**config.mk**
```make
export PLATFORM = sky130hd
export DESIGN_NAME = trap_ctrl
export DESIGN_NICKNAME = d
export VERILOG_FILES = /design/src/rtl/trap_ctrl.sv
export SDC_FILE = /design/constraint.sdc
export NUM_CORES = 1
export LEC_CHECK = 0
export CELL_PAD_IN_SITES_DETAIL_PLACEMENT = 1
export CELL_PAD_IN_SITES_GLOBAL_PLACEMENT = 2
export CORE_MARGIN = 2
export CORE_UTILIZATION = 19
export DETAILED_ROUTE_END_ITERATION = 16
export PLACE_DENSITY_LB_ADDON = 0.1
export SETUP_SLACK_MARGIN = 0.1
export SYNTH_ARGS = -nofsm -noshare
export SYNTH_HDL_FRONTEND = slang
export SYNTH_SLANG_ARGS = --single-unit
```
**constraint.sdc**
```tcl
create_clock -name clk -period 3.8 [get_ports clk]
set_clock_uncertainty 0.05 [all_clocks]
set_input_delay 0.76 -clock clk [delete_from_list [all_inputs] [get_ports clk]]
set_output_delay 0.76 -clock clk [all_outputs]
set_load 0.02 [all_outputs]
```
**src/rtl/trap_ctrl.sv**
```systemverilog
// trap_ctrl: sequences exception/interrupt entry and MRET/SRET return into
// one-cycle CSR strobes followed by a single fetch redirect.
module trap_ctrl #(
  parameter bit VECTORED_EN = 1'b1
) (
  input  logic        clk,
  input  logic        rst,
  input  logic        exc_valid,
  input  logic [4:0]  exc_cause,
  input  logic [31:0] exc_tval,
  input  logic [31:0] cmt_pc,
  input  logic        mret_req,
  input  logic        sret_req,
  input  logic [31:0] next_pc,
  input  logic        next_pc_valid,
  input  logic        timer_irq,
  input  logic        mie_mtie,
  input  logic        mstatus_mie,
  input  logic [1:0]  priv_mode,
  input  logic [31:0] mtvec,
  input  logic [31:0] mepc,
  input  logic [31:0] sepc,
  output logic        trap_enter,
  output logic [31:0] trap_cause,
  output logic [31:0] trap_pc,
  output logic [31:0] trap_val,
  output logic        mret_exec,
  output logic        sret_exec,
  output logic        flush,
  output logic        stall,
  output logic        redirect_valid,
  output logic [31:0] redirect_pc
);
  typedef enum logic [1:0] {IDLE, ENTER, RET, REDIRECT} state_t;
  state_t state_q, state_d;
  logic [31:0] cause_q, cause_d, pc_q, pc_d, val_q, val_d, tgt_q, tgt_d;
  logic is_m_q, is_m_d;
  logic enter_q, enter_d, mret_q, mret_d, sret_q, sret_d, busy_q, busy_d, rv_q, rv_d;
  logic irq, ill, vec;
  assign irq = timer_irq & mie_mtie & (mstatus_mie | (priv_mode != 2'd3)) & next_pc_valid;
  assign ill = (mret_req & (priv_mode != 2'd3)) | (sret_req & (priv_mode == 2'd0));
  assign vec = VECTORED_EN && (mtvec[1:0] == 2'b01) && cause_q[31];
  always_ff @(posedge clk or posedge rst) begin
    if (rst) begin
      state_q <= IDLE;
      cause_q <= '0;
      pc_q    <= '0;
      val_q   <= '0;
      tgt_q   <= '0;
      is_m_q  <= 1'b0;
      enter_q <= 1'b0;
      mret_q  <= 1'b0;
      sret_q  <= 1'b0;
      busy_q  <= 1'b0;
      rv_q    <= 1'b0;
    end else begin
      state_q <= state_d;
      cause_q <= cause_d;
      pc_q    <= pc_d;
      val_q   <= val_d;
      tgt_q   <= tgt_d;
      is_m_q  <= is_m_d;
      enter_q <= enter_d;
      mret_q  <= mret_d;
      sret_q  <= sret_d;
      busy_q  <= busy_d;
      rv_q    <= rv_d;
    end
  end
  always_comb begin
    state_d = state_q;
    cause_d = cause_q;
    pc_d    = pc_q;
    val_d   = val_q;
    tgt_d   = tgt_q;
    is_m_d  = is_m_q;
    case (state_q)
      IDLE: begin
        if (exc_valid) begin
          state_d = ENTER;
          cause_d = {27'b0, exc_cause};
          pc_d    = cmt_pc;
          val_d   = exc_tval;
        end else if (ill) begin
          state_d = ENTER;
          cause_d = 32'd2;
          pc_d    = cmt_pc;
          val_d   = '0;
        end else if (irq) begin
          state_d = ENTER;
          cause_d = 32'h8000_0007;
          pc_d    = next_pc;
          val_d   = '0;
        end else if (mret_req | sret_req) begin
          state_d = RET;
          is_m_d  = mret_req;
          tgt_d   = mret_req ? mepc : sepc;
        end
      end
      ENTER: begin
        state_d = REDIRECT;
        tgt_d   = {mtvec[31:2], 2'b00} + (vec ? {25'b0, cause_q[4:0], 2'b00} : 32'd0);
      end
      RET:     state_d = REDIRECT;
      default: state_d = IDLE;
    endcase
  end
  // Strobes are decoded from the next state so every output comes straight from a flop.
  always_comb begin
    enter_d = state_d == ENTER;
    mret_d  = (state_d == RET) & is_m_d;
    sret_d  = (state_d == RET) & ~is_m_d;
    busy_d  = state_d != IDLE;
    rv_d    = state_d == REDIRECT;
  end
  assign trap_enter     = enter_q;
  assign trap_cause     = cause_q;
  assign trap_pc        = pc_q;
  assign trap_val       = val_q;
  assign mret_exec      = mret_q;
  assign sret_exec      = sret_q;
  assign flush          = busy_q;
  assign stall          = busy_q;
  assign redirect_valid = rv_q;
  assign redirect_pc    = tgt_q;
endmodule
```
# == Yosys cells after proc, flatten, opt, wreduce, memory -nomap -nowiden ==
# Cells that the tools add are included.
# totals
wordCells,69
input_bits,208
out_inout_bits,134
reg_bits,136
# classes
bitwise_logic,11
reduce_logical,9
eq_ne,11
muxes,26
add_sub_neg,1
# op_table
cell,n
$mux W32,14
$pmux W32 S2,1
$add A32 B7 Y32,1
$ne A2 B2 Y1 const B,5
$mux W2,4
$and A1 B1 Y1,7
$mux W7,1
$eq A2 B1 Y1 const B,3
$eq A2 B2 Y1 const B,3
$mux W1,5
$reduce_and A5 Y1,1
$logic_not A2 Y1,2
$pmux W2 S2,1
$reduce_bool A2 Y1,2
$or A1 B1 Y1,3
$reduce_bool A3 Y1,1
$reduce_and A2 Y1,1
$reduce_or A2 Y1,1
$logic_and A1 B1 Y1,1
$not A1 Y1,1

# == Depth between registers and ports, before layout ==
# logic_depth
ltp_word,10
ltp_mapped,11
mapped_depth_nobuf,11

# == Least setup slack after synthesis ==
# OpenSTA, ideal clock, no wires.
# synth_path
path_kind,input port to flip-flop
from,input mtvec[0]
to,register tgt_q[28] (netlist: redirect_pc[28])
slack_ps,848
setup_time_ps,126
arrival_ps,2776
required_time_ps,3624
n_path_buf,0
cell_stages,11
cell_sequence,nand2_1 > nor2_1 > and2_1 > ha_1 > fa_1 > a211o_1 > a21oi_4 > nor4b_4 > nand3_1 > xnor2_1 > a221o_1
# synth_between
elab_chain_cells,5
# synth_rtl
element,line,source
start: declaration,20,"input logic [31:0] mtvec,"
$eq A2 B1 Y1,42,assign vec = VECTORED_EN && (mtvec[1:0] == 2'b01) && cause_q[31];
$logic_and A1 B1 Y1,42,
$mux W7,102,"tgt_d = {mtvec[31:2], 2'b00} + (vec ? {25'b0, cause_q[4:0], 2'b00} : 32'd0);"
$add A32 B7 Y32,102,
$pmux W32 S2,77,case (state_q)
end signal: assignment,61,tgt_q <= tgt_d;
end: declaration,36,"logic [31:0] cause_q, cause_d, pc_q, pc_d, val_q, val_d, tgt_q, tgt_d;"
# No other way between the ends.
# A chain may end at the register's enable or synchronous reset.

# == Final worst setup path ==
# Same ends and word-level chain as after synthesis.

==> results.toml <==
[run_status]
status = "complete, no violations"

[run]
drv_cap = 0

[cts]
cts_tree = "built"
cts.sink_count = 110
ctsHoldBuffers = 0
cts_root_buf = "clkbuf_16"
numCtsBuffers = 9
clk_latency_ns = 0.36
htreeDepth = 3
clk_path_buf_depth = 2
cts-resized-gates = 0
clk_pin_slew_ns = 0.09
cts_setup_buffers = 0

[synth]
yosys_warnings = 0
postSynthCellCount = 609
netlist_area_sq_mm = 0.00601
async_flop_share_pct = 100
ys_ff_latch = 110
synth_cell_types = 60
synth_enable_flop_cells = 0
synth-main-ff-cell = "dfrtp_1"
syn_avg_cell_area_sq_um = 9.87
seq_area_frac_synth_pct = 45.8

[floorplan]
die_y_um = 182
die_x_um = 182
row_count = 65
start_util_pct = 19.1
die_area_sq_mm = 0.0331
coreArea_sq_mm = 0.0314
io_pins = 342

[worst_setup_path]
crit_required_ns = 4.00
end_kind = "flip-flop"
critPathKind = "in2reg"
worstPathMaxFanout = 4
worstPathArrival_ns = 3.48
start_kind = "input pin"
crit_start = "mtvec[0]"
rr_startpoint = "trap_cause[31]"

[global_route]
antenna_found_initial = 3
grt_pass1_wl_mm = 37.5
grt_start_max_net_pins = 111
grt_pass1_vias = 6346
grtUsageTotal_pct = 14.9
overflow = 0

[sta]
slew_headroom_pct = 52.8
fin_tns_setup_ns = 0
max_freq_mhz = 305
min_period_ns = 3.28
fin_crit_sh_pct = 86.4
finalSetupViolCount = 0
tightest_slew_ns = 0.691
drv_slew = 0
rsz0062_at_grt = "false"
finalHoldViolCount = 0

[route]
remaining_drc_errors = 0
drt-total-wl_mm = 24.6
via_per_inst = 4.34
first_pass_iters = 4
ant_nets = 0
via_count = 5714
drtIter0Drc = 208
routedWlPerCell_um = 18.7

[power]
leakage_nw = 4.15
ir_worst_vdd_mv = 0.257
p_per_area_mw_per_mm2 = 672

[min_path]
hp-start = "redirect_pc[7]"
hp-class = "reg2reg"

[placed_design]
place_hpwl_mm = 18.9
place.gp.congestion = 0.767
port_buffers = 315
place_area_sq_mm = 0.00952

[cells_and_area]
design_area_sq_mm = 0.00985
drive_gt1_share_pct = 5.92
finalNetCount = 1124
postLayoutCoreUtil_pct = 31.4
area_growth_pct = 63.8
fillers = 3553
worst paths after layout:
check / slack, ns / end / depth (start not counted)
min: 0.43 / redirect_pc[7] / 1
min reg2reg: 0.43 / redirect_pc[7] / 1
max reg2reg: 0.92 / redirect_pc[28] / 11
min in group asynchronous: 0.84 / trap_pc[0] / 3
max: 0.52 / redirect_pc[28] / 12
max in group asynchronous: 2.35 / trap_val[10] / 3
worst max-delay path: stages:
cell,delay (ns)
clkdlybuf4s50_1,0.46
nand2_1,0.05
nor2_1,0.24
and2_1,0.20
ha_1,0.21
fa_1,0.26
a211o_1,0.22
a21oi_4,0.08
nor4b_4,0.38
nand3_1,0.15
xnor2_1,0.15
a221o_1,0.32
synth_stat cells, types with 3 or more instances:
cell | instances | area [sq um]
dfrtp_1 | 110 | 2750
nand2_1 | 76 | 285
o21ai_0 | 62 | 310
mux2i_1 | 47 | 470
nor2_1 | 38 | 143
a22o_1 | 34 | 298
buf_4 | 28 | 210
clkbuf_1 | 22 | 82.6
a21oi_1 | 20 | 100
a211oi_1 | 14 | 105
buf_2 | 14 | 70.1
xor2_1 | 14 | 123
mux2_2 | 10 | 113
and2_1 | 9 | 56.3
nor2b_1 | 9 | 56.3
nor3_1 | 9 | 45.0
ha_1 | 8 | 100
nand3_1 | 7 | 35.0
xnor2_1 | 7 | 61.3
a2111oi_0 | 6 | 52.6
inv_1 | 6 | 22.5
nand4_1 | 6 | 37.5
a21o_1 | 5 | 37.5
o21ai_1 | 4 | 20.0
a31oi_1 | 3 | 18.8
final cells by class:
class	count	area [sq um]	share of cell area, %
repair buffers	326	3260	33.1
multi-input cells	453	2980	30.3
flip-flops and latches	110	2750	28.0
well taps	402	503	5.11
clock buffers	9	225	2.29
clock inverters	7	93.8	0.953
inverters	7	30.0	0.305
diodes	2	5.00	0.0508
layer usage:
metal / vias to the layer above / part of all wire (%) / track usage [%]
met5: - / 0.053 / 0
met4: 2 / 1.0 / 2.68
met3: 14 / 7.3 / 5.40
met2: 184 / 52 / 26.9
met1: 2798 / 40 / 16.9
li1: 2716 / - / -
metrics by stage:
stage                     hold WS [ns]  instances  setup slack, ns  power (mW)
final                            0.432       1316            0.519        6.62
after global routing             0.464       1314            0.349        7.15
after CTS                        0.438       1314            0.464        6.78
after detailed placement         0.417       1298           0.0880        5.69
after global placement           0.415       1298            0.182        5.63
after floorplan                  0.403        634            0.848        3.87
state kept, by name (all words and copies together) (netlist names):
| name | count |
|---|---|
| flush | 1 |
| is_m_q | 1 |
| mret_exec | 1 |
| redirect_pc | 32 |
| redirect_valid | 1 |
| sret_exec | 1 |
| state_q | 2 |
| trap_cause | 6 |
| trap_enter | 1 |
| trap_pc | 32 |
| trap_val | 32 |
where the power goes:
part	switching (mW)	leakage (nW)	internal, mW
Combinational	1.98	2.63	1.59
Clock	0.554	0.154	0.483
Sequential	0.302	1.37	1.71
Total	2.83	4.15	3.79
layout by cell type, fill, tap and decap left out, types with 10 or more instances in the layout:
cell             count
nand2_1             75
o21ai_0             62
conb_1              26
mux2_2              10
clkdlybuf4s50_1    314
a21oi_1             20
a211oi_1            14
mux2i_1             47
xor2_1              14
a22o_1              34
dfrtp_1            110
nor2_1              38
logic make-up (layout without fill, tap and decap cells):
group	Yosys count	after routing	share of synthesized area, %
and+or+nand+nor	174	174	14.1
AOI/OAI and AO/OA	166	166	18.9
DFF	110	110	45.8
buffers and inverters	71	349	6.47
muxes	57	57	9.70
xor gates and xnor gates	21	21	3.06
adders and majority gates	9	9	2.00
other	1	28	0.0624
No activity file was read; power rests on OpenSTA's default activity.
